$ cat config.mk
export PLATFORM = sky130hd
export DESIGN_NAME = queue_wr_arbiter
export DESIGN_NICKNAME = d
export VERILOG_FILES = /design/src/rtl/queue_wr_arbiter_pkg.sv /design/src/rtl/queue_wr_arbiter_rr_pick.sv /design/src/rtl/queue_wr_arbiter.sv
export SDC_FILE = /design/constraint.sdc
export NUM_CORES = 1
export LEC_CHECK = 0
export CAP_MARGIN = 40
export CORE_MARGIN = 4
export CORE_UTILIZATION = 46
export CTS_BUF_LIST = sky130_fd_sc_hd__clkbuf_16
export DETAILED_ROUTE_END_ITERATION = 10
export PLACE_DENSITY = 0.78
export RECOVER_POWER = 100
export SKIP_LAST_GASP = 1
export SLEW_MARGIN = 20
export SYNTH_ARGS = -nofsm -noshare
export SYNTH_HDL_FRONTEND = slang
export SYNTH_SLANG_ARGS = --single-unit
$ cat constraint.sdc
create_clock -name clk -period 2.4 [get_ports clk]
set_clock_uncertainty 0.15 [all_clocks]
set_input_delay 0.72 -clock clk [delete_from_list [all_inputs] [get_ports clk]]
set_output_delay 0.72 -clock clk [all_outputs]
set_load 0.05 [all_outputs]
$ cat src/rtl/queue_wr_arbiter_pkg.sv
// Shared types and defaults for the queue write-port arbiter.
package queue_wr_arbiter_pkg;

    typedef enum logic [1:0] {
        StAccept  = 2'd0,
        StStrobe  = 2'd1,
        StRecover = 2'd2
    } arb_state_e;

    localparam int unsigned DefaultMaxPkt = 64;

endpackage

$ cat src/rtl/queue_wr_arbiter_rr_pick.sv
// Combinational round-robin picker: first requester after rr_ptr, wrapping mod NREQ.
module queue_wr_arbiter_rr_pick #(
    parameter int unsigned NREQ = 2,
    parameter int unsigned IW   = $clog2(NREQ)
) (
    input  logic [NREQ-1:0] req,
    input  logic [IW-1:0]   rr_ptr,
    output logic [NREQ-1:0] pick,
    output logic [IW-1:0]   pick_idx,
    output logic            any
);

    logic [IW-1:0] cand;

    always_comb begin
        pick_idx = '0;
        any      = 1'b0;
        cand     = '0;
        // Offsets 1..NREQ so the last winner is searched last.
        for (int k = 1; k <= int'(NREQ); k++) begin
            cand = IW'((int'(rr_ptr) + k) % int'(NREQ));
            if (!any && req[cand]) begin
                any      = 1'b1;
                pick_idx = cand;
            end
        end
    end

    assign pick = any ? (NREQ'(1) << pick_idx) : '0;

endmodule

$ cat src/rtl/queue_wr_arbiter.sv
// Round-robin, packet-locked arbiter sharing one queue write port between NREQ byte streams.
module queue_wr_arbiter
    import queue_wr_arbiter_pkg::*;
#(
    parameter int unsigned NREQ    = 2,
    parameter int unsigned DW      = 8,
    parameter int unsigned MAX_PKT = DefaultMaxPkt
) (
    input  logic             clk,
    input  logic             rst,
    input  logic [NREQ-1:0]    req_valid,
    input  logic [NREQ*DW-1:0] req_data,
    input  logic [NREQ-1:0]    req_last,
    output logic [NREQ-1:0]    req_ready,
    output logic [DW-1:0]      q_data_in,
    output logic               q_w_clk,
    input  logic               q_full,
    output logic [NREQ-1:0]    grant,
    output logic               pkt_err
);

    localparam int unsigned IW = $clog2(NREQ);
    localparam int unsigned CW = $clog2(MAX_PKT + 1);

    arb_state_e      state_q, state_d;
    logic [NREQ-1:0] grant_q, grant_d;
    logic [IW-1:0]   owner_q, owner_d;
    logic [IW-1:0]   rr_ptr_q, rr_ptr_d;
    logic [CW-1:0]   byte_cnt_q, byte_cnt_d;
    logic            last_q, last_d;
    logic [DW-1:0]   data_q, data_d;
    logic            w_clk_q;

    logic [NREQ-1:0] pick;
    logic [IW-1:0]   pick_idx;
    logic            pick_any;
    logic            owned;
    logic [IW-1:0]   sel_idx;
    logic [DW-1:0]   req_bytes [NREQ];

    queue_wr_arbiter_rr_pick #(
        .NREQ (NREQ),
        .IW   (IW)
    ) u_rr_pick (
        .req      (req_valid),
        .rr_ptr   (rr_ptr_q),
        .pick     (pick),
        .pick_idx (pick_idx),
        .any      (pick_any)
    );

    always_comb begin
        for (int i = 0; i < int'(NREQ); i++) begin
            req_bytes[i] = req_data[i*DW +: DW];
        end
    end

    assign owned   = |grant_q;
    assign sel_idx = owned ? owner_q : pick_idx;

    always_comb begin
        state_d    = state_q;
        grant_d    = grant_q;
        owner_d    = owner_q;
        rr_ptr_d   = rr_ptr_q;
        byte_cnt_d = byte_cnt_q;
        last_d     = last_q;
        data_d     = data_q;
        req_ready  = '0;
        pkt_err    = 1'b0;

        unique case (state_q)
            StAccept: begin
                if (!owned && pick_any) begin
                    grant_d  = pick;
                    owner_d  = pick_idx;
                    rr_ptr_d = pick_idx;
                end
                // Grant and first byte may be taken in the same cycle.
                if ((owned || pick_any) && req_valid[sel_idx] && !q_full) begin
                    req_ready[sel_idx] = 1'b1;
                    data_d             = req_bytes[sel_idx];
                    last_d             = req_last[sel_idx];
                    byte_cnt_d         = byte_cnt_q + CW'(1);
                    state_d            = StStrobe;
                end
            end
            StStrobe: begin
                state_d = StRecover;
            end
            StRecover: begin
                state_d = StAccept;
                if (last_q) begin
                    grant_d    = '0;
                    byte_cnt_d = '0;
                end else if (byte_cnt_q == CW'(MAX_PKT)) begin
                    grant_d    = '0;
                    byte_cnt_d = '0;
                    pkt_err    = 1'b1;
                end
            end
            default: begin
                state_d = StAccept;
            end
        endcase

        if (rst) begin
            req_ready = '0;
        end
    end

    always_ff @(posedge clk or posedge rst) begin
        if (rst) begin
            state_q    <= StAccept;
            grant_q    <= '0;
            owner_q    <= '0;
            rr_ptr_q   <= IW'(NREQ - 1);
            byte_cnt_q <= '0;
            last_q     <= 1'b0;
            data_q     <= '0;
            w_clk_q    <= 1'b0;
        end else begin
            state_q    <= state_d;
            grant_q    <= grant_d;
            owner_q    <= owner_d;
            rr_ptr_q   <= rr_ptr_d;
            byte_cnt_q <= byte_cnt_d;
            last_q     <= last_d;
            data_q     <= data_d;
            w_clk_q    <= (state_d == StStrobe);
        end
    end

    assign q_data_in = data_q;
    assign q_w_clk   = w_clk_q;
    assign grant     = grant_q;

endmodule

==> results.md, run 1 <==
* Final total power at 2380 uW
* Final #Nets at 210
* Post-Route WL at 3330 microns
* CP Cell Sequence: buf_6 > a21boi_4 > a21boi_4 > and4_4 > buf_12
* Setup Viol. Count Final at 0
* Max Slew Vio Count at 0
* Clock sink count at 23
* Met2 Wirelength at 1570 microns
* Top sig layer: met4
* Final Hold Viols at 0
* P_leak at 0.000890 uW
* Core ar. at 2540 sq um
* Reg2reg setup slack at 500 ps
* Post-Synth Adder-Cell Area at 1.99%
* Clock Tree Buf Depth at 2
* Internal at 1350 uW
* Post-synth net total at 148
* R2R cell count at 5
* Synth top area share at 43.8%
* HP Start: q_data_in[4]
* Final routed DRC violation total at 0
* Compound-Gate Fraction of Synth Area at 18.7%
* CTS Hold Buffers Added at 0
* Top cells by count, synth: dfrtp_1 (22), mux2i_1 (13), and2_1 (9), o2bb2ai_1 (9), nand2_1 (8)
* PwrDens at 1210 nW/um^2
* Detail Placement HPWL at 2400 microns
* Final worst path period share at 99.7%
* CP Data Arrival Time at 1520 ps
* Outcome: completed
* Boundary Pins at 37
* First-pass GRT wire length at 5120 microns
* Sw frac at 43.3%
* ANT cells at 0
* Crit path top cell by count: a21boi_4
* Die X at 60.3 microns
* Final Non-Filler Cells at 214
* Total negative slack at 0 ps
* Simple-gate portion of the synthesized area at 20.2%
* Mapped Cells at 123
* CTS tree: built
* Sequential area share after synthesis at 45.9%
* CTS buffer count at 3
* Clock latency at the later pin of the worst-skew pair at 250 ps
* Die ar. at 3630 sq um
* Peak VDD IR at 0.000897 V
* Filler cells at 172
* Iteration-0 DRC Markers at 46
* Design area at 1970 sq um
* Critical Path End Type: output pin
* FF-to-FF Start: state_q[1]
* Avg Vias per Cell at 5.48
* Delay-heaviest family, CP: compound AO/OA/AOI/OAI gates
* Placed cell areas at 1830 sq um
* Ys async rst share at 100%
* Crit path max fanout at 3
* Initial antenna violation count at 0
* Multiplexer share of the synthesized area at 10.4%
* Clk pwr share at 14.8%
* Net Switching at 1030 uW
* Max incr delay on CP at 260 ps
* Drt pass-1 iters at 4
* Req. time, crit path at 1530 ps
* Part of the power in combinational logic at 54.0%
* Largest area contributor in the netlist: dfrtp_1
* Slowest-stage cell, CP: and4_4
* Main synth FF type: dfrtp_1
* Worst reg2reg endpoint: byte_cnt_q[6]
* Post-route minimum period at 2390 ps
* Worst slew pin tran at 1240 ps
* Area of the mapped netlist at 1260 sq um
* Final Util at 77.6%
* Die Y at 60.3 microns
* Starting Density at 49.4%
* Relative slew margins at 17.3%
* Syn Area/Cell at 10.2 sq um
* Max Cap Viol at 0
* CP Class: input pin to output pin
* Global route overflow at 0
* Pin count of the biggest net entering global routing at 24
* Placed insts at 203
* Warnings from Yosys at 0
* Vias in the first global route at 1149
* WHS Path Cells at 1
* Crit start category: input pin
* Share of cells above drive strength 1 at 28.8%
* Routed Antenna Nets at 0
* Hold EP: q_data_in[4]
* Routability Congestion at 0.821
* Reg clk slew, reported paths at 60 ps
* Met3 wire len at 130 microns
* RSZ-0062 raised after global routing: yes
* Synth area leaders: dfrtp_1 (44%), mux2i_1 (10%), o2bb2ai_1 (6.3%)
* Sequential share of power at 31.2%
* CP bufs+invs at 2
* Layout area overhead at 57.2%
* Synthesis-stage register bit count at 23
* Main combinational cell family by area after synthesis: simple AND/OR/NAND/NOR gates
* Unique masters post-synth at 36
* Total Routing Usage GR at 18.8%
* Total number of vias at 1173
* Rows at 18
* Hold Crit Class: register to register
* IO Port Bufs at 36
* Drt wl/cell at 15.6 microns
* Synth Area in XOR/XNOR at 0%
* H-tree levels at 1
* Root Buffer: clkbuf_16
* F_max at 418 MHz
* Most frequent cell after synthesis: dfrtp_1
* Met1 Wirelength at 1600 microns
* Number of synthesized flops with an enable pin at 0
## worst max-delay path by stage
stage               depth (start not counted)    startpoint  slack, ps            to
CTS                                         5  req_valid[1]        -30  req_ready[0]
floorplan                                   4  req_valid[1]        -90  req_ready[1]
detailed placement                          5  req_valid[0]       -430  req_ready[0]
global route                                4      grant[0]        -40  req_ready[0]
finish                                      5  req_valid[1]          8  req_ready[0]
global placement                            5  req_valid[0]       -400  req_ready[0]
## cells by family (layout without fill, tap and decap cells)
| group | after synthesis | count (layout) |
|---|---|---|
| compound gates | 32 | 32 |
| fa+ha+maj | 2 | 2 |
| buf+inv | 9 | 70 |
| flops | 23 | 23 |
| mux | 13 | 13 |
| simple gates | 44 | 44 |
## power groups by stage
stage	clock, uW	combinational, uW	sequential [uW]
after CTS	358	1240	742
after floorplan	0	516	999
after global routing	375	1380	768
final	352	1290	744
after detailed placement	0	1200	740
after global placement	0	1190	732
## final cells by class
class                           instances  area (sq um)  share of cell area, %
Multi-Input combinational cell         91           708                   35.9
Tap cell                               30          37.5                   1.90
Timing Repair Buffer                   60           541                   27.4
Sequential cell                        23           583                   29.5
Inverter                                6          26.3                   1.33
Clock inverter                          1          3.75                  0.190
Clock buffer                            3          75.1                   3.80
## what timing repair did
item,4_1_cts,5_1_grt
gates resized for setup,17,7
endpoints found under the setup margin,3,3
buffers inserted,2,5
pin swaps,4,3
gates cloned,0,0
## sequential cells by signal, indices dropped and copies added (netlist names)
signal      flops
q_data_in       8
byte_cnt_q      7
grant           2
state_q         2
last_q          1
owner_q         1
q_w_clk         1
rr_ptr_q        1
## worst reg2reg max path, delay by kind of cell, from the launching register on
family	cells	cell delay (ps)
AOI/OAI and AO/OA	1	70
and+or+nand+nor	2	810
buffers and inverters	1	150
muxes	1	140
DFF	1	460
## stage by stage
step / worst slack, ps / hold WS (ps)
2_1_floorplan: -91.9 / 287
3_3_place_gp: -400 / 313
3_5_place_dp: -434 / 317
4_1_cts: -29.7 / 332
5_1_grt: -42.4 / 369
6_report: 7.67 / 339
## routing by layer
layer  global-route usage [%]  vias to the layer above
li1                         -                      579
met1                     26.6                      561
met2                     29.5                       27
met3                     3.89                        6
met4                     3.80                        0
met5                        0                        -
## cell usage in the layout, fill, tap and decap left out, types with 3 or more instances in the layout
master           count
clkdlybuf4s50_1     26
dfrtp_1             17
buf_6                3
o2bb2ai_1            9
clkbuf_1             3
buf_4               24
nand2_1              8
a21oi_1              5
dfrtp_2              5
inv_1                4
nor3_4               3
nand3_1              6
and2_1               9
mux2i_1             13
nor3_1               4
clkbuf_16            3
(Power assumes the default switching activity.)
==> inputs of run 2 (changes only) <==
--- a/config.mk
+++ b/config.mk
@@ -17,3 +17,4 @@
 export SYNTH_ARGS = -nofsm -noshare
 export SYNTH_HDL_FRONTEND = slang
 export SYNTH_SLANG_ARGS = --single-unit
+export TNS_END_PERCENT = 1
==> run 2 against run 1 <==
Compared with the run above: the run now ends with setup timing left; maximum frequency down 2.2%; sequential power increased by 2%; critical path depth unchanged; utilization decreased by 2.4 points; non-clock buffer count shrank 6; cell area shrank 3.0%; via count grew 2.8%; hold slack worse by 3.2 ps; critical endpoint unchanged.
==> results.md, run 2 (synthesized netlist as in run 1, its figures left out) <==
* IO Port Bufs at 36 (unchanged)
* M3 GR Usage at 4.10% (was 3.89%)
* Req. time, crit path at 1530 ps (about the same)
* Die X at 60.3 microns (unchanged)
* CP Data Arrival Time at 1570 ps (was 1520 ps)
* Sequential cell area at 582 sq um (was 583 sq um)
* Clock sink count at 23 (unchanged)
* Final worst path period share at 102% (was 99.7%)
* Rows at 18 (unchanged)
* Post-route minimum period at 2440 ps (was 2390 ps)
* PwrDens at 1220 nW/um^2 (was 1210 nW/um^2)
* Pin count of the biggest net entering global routing at 24 (unchanged)
* Die Y at 60.3 microns (unchanged)
* Outcome: finished, violations left (was completed)
* Initial antenna violation count at 0 (unchanged)
* GR met2 Demand/Resource at 36.3% (was 29.5%)
* Post-Route WL at 3450 microns (was 3330 microns)
* Total number of vias at 1206 (was 1173)
* Vias in the first global route at 1294 (was 1149)
* Final routed DRC violation total at 0 (unchanged)
* Global route overflow at 0 (unchanged)
* Setup Viol. Count Final at 1 (was 0)
* Final Non-Filler Cells at 208 (was 214)
* Failing checks: setup timing
* Clock latency at the later pin of the worst-skew pair at 250 ps (about the same)
* FF-to-FF Start: state_q[1] (unchanged)
* Hold EP: byte_cnt_q[6] (was q_data_in[4])
* Boundary Pins at 37 (unchanged)
* Routability Congestion at 0.830 (was 0.821)
* Core ar. at 2540 sq um (unchanged)
* Drt pass-1 iters at 4 (unchanged)
* Final Hold Viols at 0 (unchanged)
* First-pass GRT wire length at 5860 microns (was 5120 microns)
* Max Slew Vio Count at 0 (unchanged)
* Avg Vias per Cell at 5.80 (was 5.48)
* R2R cell count at 5 (unchanged)
* CP Cell Sequence: buf_2 > a21boi_4 > a21boi_4 > and4_4 > buf_12 (was buf_6 > a21boi_4 > a21boi_4 > and4_4 > buf_12)
* Peak VDD IR at 0.000861 V (was 0.000897 V)
* Routed Antenna Nets at 0 (unchanged)
* Relative slew margins at 16.6% (was 17.3%)
* Die ar. at 3630 sq um (unchanged)
* Area of the multi-input gates at 712 sq um (was 708 sq um)
* F_max at 409 MHz (was 418 MHz)
* CTS buffer count at 3 (unchanged)
* Reg clk slew, reported paths at 60 ps (about the same)
* CTS Hold Buffers Added at 0 (unchanged)
* RSZ-0062 raised after global routing: yes (unchanged)
* Share of cells above drive strength 1 at 24.2% (was 28.8%)
* Delay-heaviest family, CP: compound AO/OA/AOI/OAI gates (unchanged)
* Worst slew pin tran at 1250 ps (was 1240 ps)
* Worst setup margin at -44.9 ps (was 7.67 ps)
* Hold Crit Class: register to register (unchanged)
* Detail Placement HPWL at 2560 microns (was 2400 microns)
* P_leak at 0.000851 uW (was 0.000890 uW)
* Crit path max fanout at 3 (unchanged)
* Number of stages on the worst setup path at 5 (unchanged)
* Iteration-0 DRC Markers at 47 (was 46)
* Crit start category: input pin (unchanged)
* Placed insts at 203 (unchanged)
* Slowest-stage cell, CP: and4_4 (unchanged)
* Filler cells at 195 (was 172)
* Crit path top cell by count: a21boi_4 (unchanged)
* CP bufs+invs at 2 (unchanged)
* CP Class: input pin to output pin (unchanged)
* Final hold slack at 336 ps (was 339 ps)
* Max reg flops at 8 (unchanged)
* Critical Path End Type: output pin (unchanged)
* Reg2reg setup slack at 470 ps (was 500 ps)
* Root Buffer: clkbuf_16 (unchanged)
* Met1 Use GR at 27.8% (was 26.6%)
* Global route hottest layer: met2 (unchanged)
* Commonest non-fill, non-tap cell in the layout: clkdlybuf4s50_1 (unchanged)
* Clock Tree Buf Depth at 2 (unchanged)
* Max Cap Viol at 0 (unchanged)
* Most frequent cells in the layout: clkdlybuf4s50_1 (27), dfrtp_1 (18), buf_4 (16) (was clkdlybuf4s50_1 (26), buf_4 (24), dfrtp_1 (17))
* HP Start: byte_cnt_q[6] (was q_data_in[4])
* Max incr delay on CP at 260 ps (about the same)
* ANT cells at 0 (unchanged)
* Total Routing Usage GR at 21.6% (was 18.8%)
* Final #Nets at 204 (was 210)
* H-tree levels at 1 (unchanged)
* CTS tree: built (unchanged)
* Worst reg2reg endpoint: byte_cnt_q[6] (unchanged)
* Starting Density at 49.4% (unchanged)
* Layout area overhead at 52.4% (was 57.2%)
* WHS Path Cells at 1 (unchanged)
* Drt wl/cell at 16.6 microns (was 15.6 microns)
run 2: worst max-delay path by stage:
stage                              from      endpoint
after floorplan            req_valid[1]  req_ready[1]
after global placement     req_valid[0]  req_ready[0]
after detailed placement   req_valid[0]  req_ready[0]
after CTS                  req_valid[1]  req_ready[0]
after global routing      byte_cnt_q[0]       pkt_err
final                      req_valid[1]  req_ready[0]
run 2: worst register-to-register path, delay by kind of cell (launching register included):
kind	cells	cell delay, ps
mux	1	130
compound gates	1	90
simple gates	2	820
buf+inv	1	150
flops	1	470
run 2: power by group:
group / internal [uW] / switching (uW)
clock: 224 / 133
sequential: 568 / 194
combinational: 518 / 704
total: 1310 / 1030
run 2: per-layer routing:
metal / vias up / routed length (microns)
met4: 0 / 12
met3: 2 / 156
met5: - / 0
met1: 595 / 1530
li1: 570 / -
met2: 39 / 1760
run 2: layout make-up:
class	count	area share, %
multi-input cells	91	37.2
inverters	6	1.24
clock buffers	3	3.92
well taps	30	1.96
flip-flops and latches	23	30.4
clock inverters	1	0.261
repair buffers	54	25.0
run 2: through the flow:
stage                     power (uW)  instance area [sq um]  TNS, ps  utilization, %  setup WS, ps
final                           2340                   1910    -44.9            75.2         -44.9
after global placement          1930                   1840    -1120            72.2          -397
after CTS                       2360                   1930    -31.7            75.8         -25.7
after detailed placement        1960                   1840    -1270            72.2          -430
after floorplan                 1510                   1310     -146               -         -91.9
after global routing            2480                   1910     -170            75.2         -81.6
run 2: timing repair:
| item | CTS | global route |
|---|---|---|
| setup buffers | 1 | 0 |
| endpoints found under the setup margin | 3 | 3 |
| pin swaps | 4 | 2 |
| resized for setup | 17 | 5 |
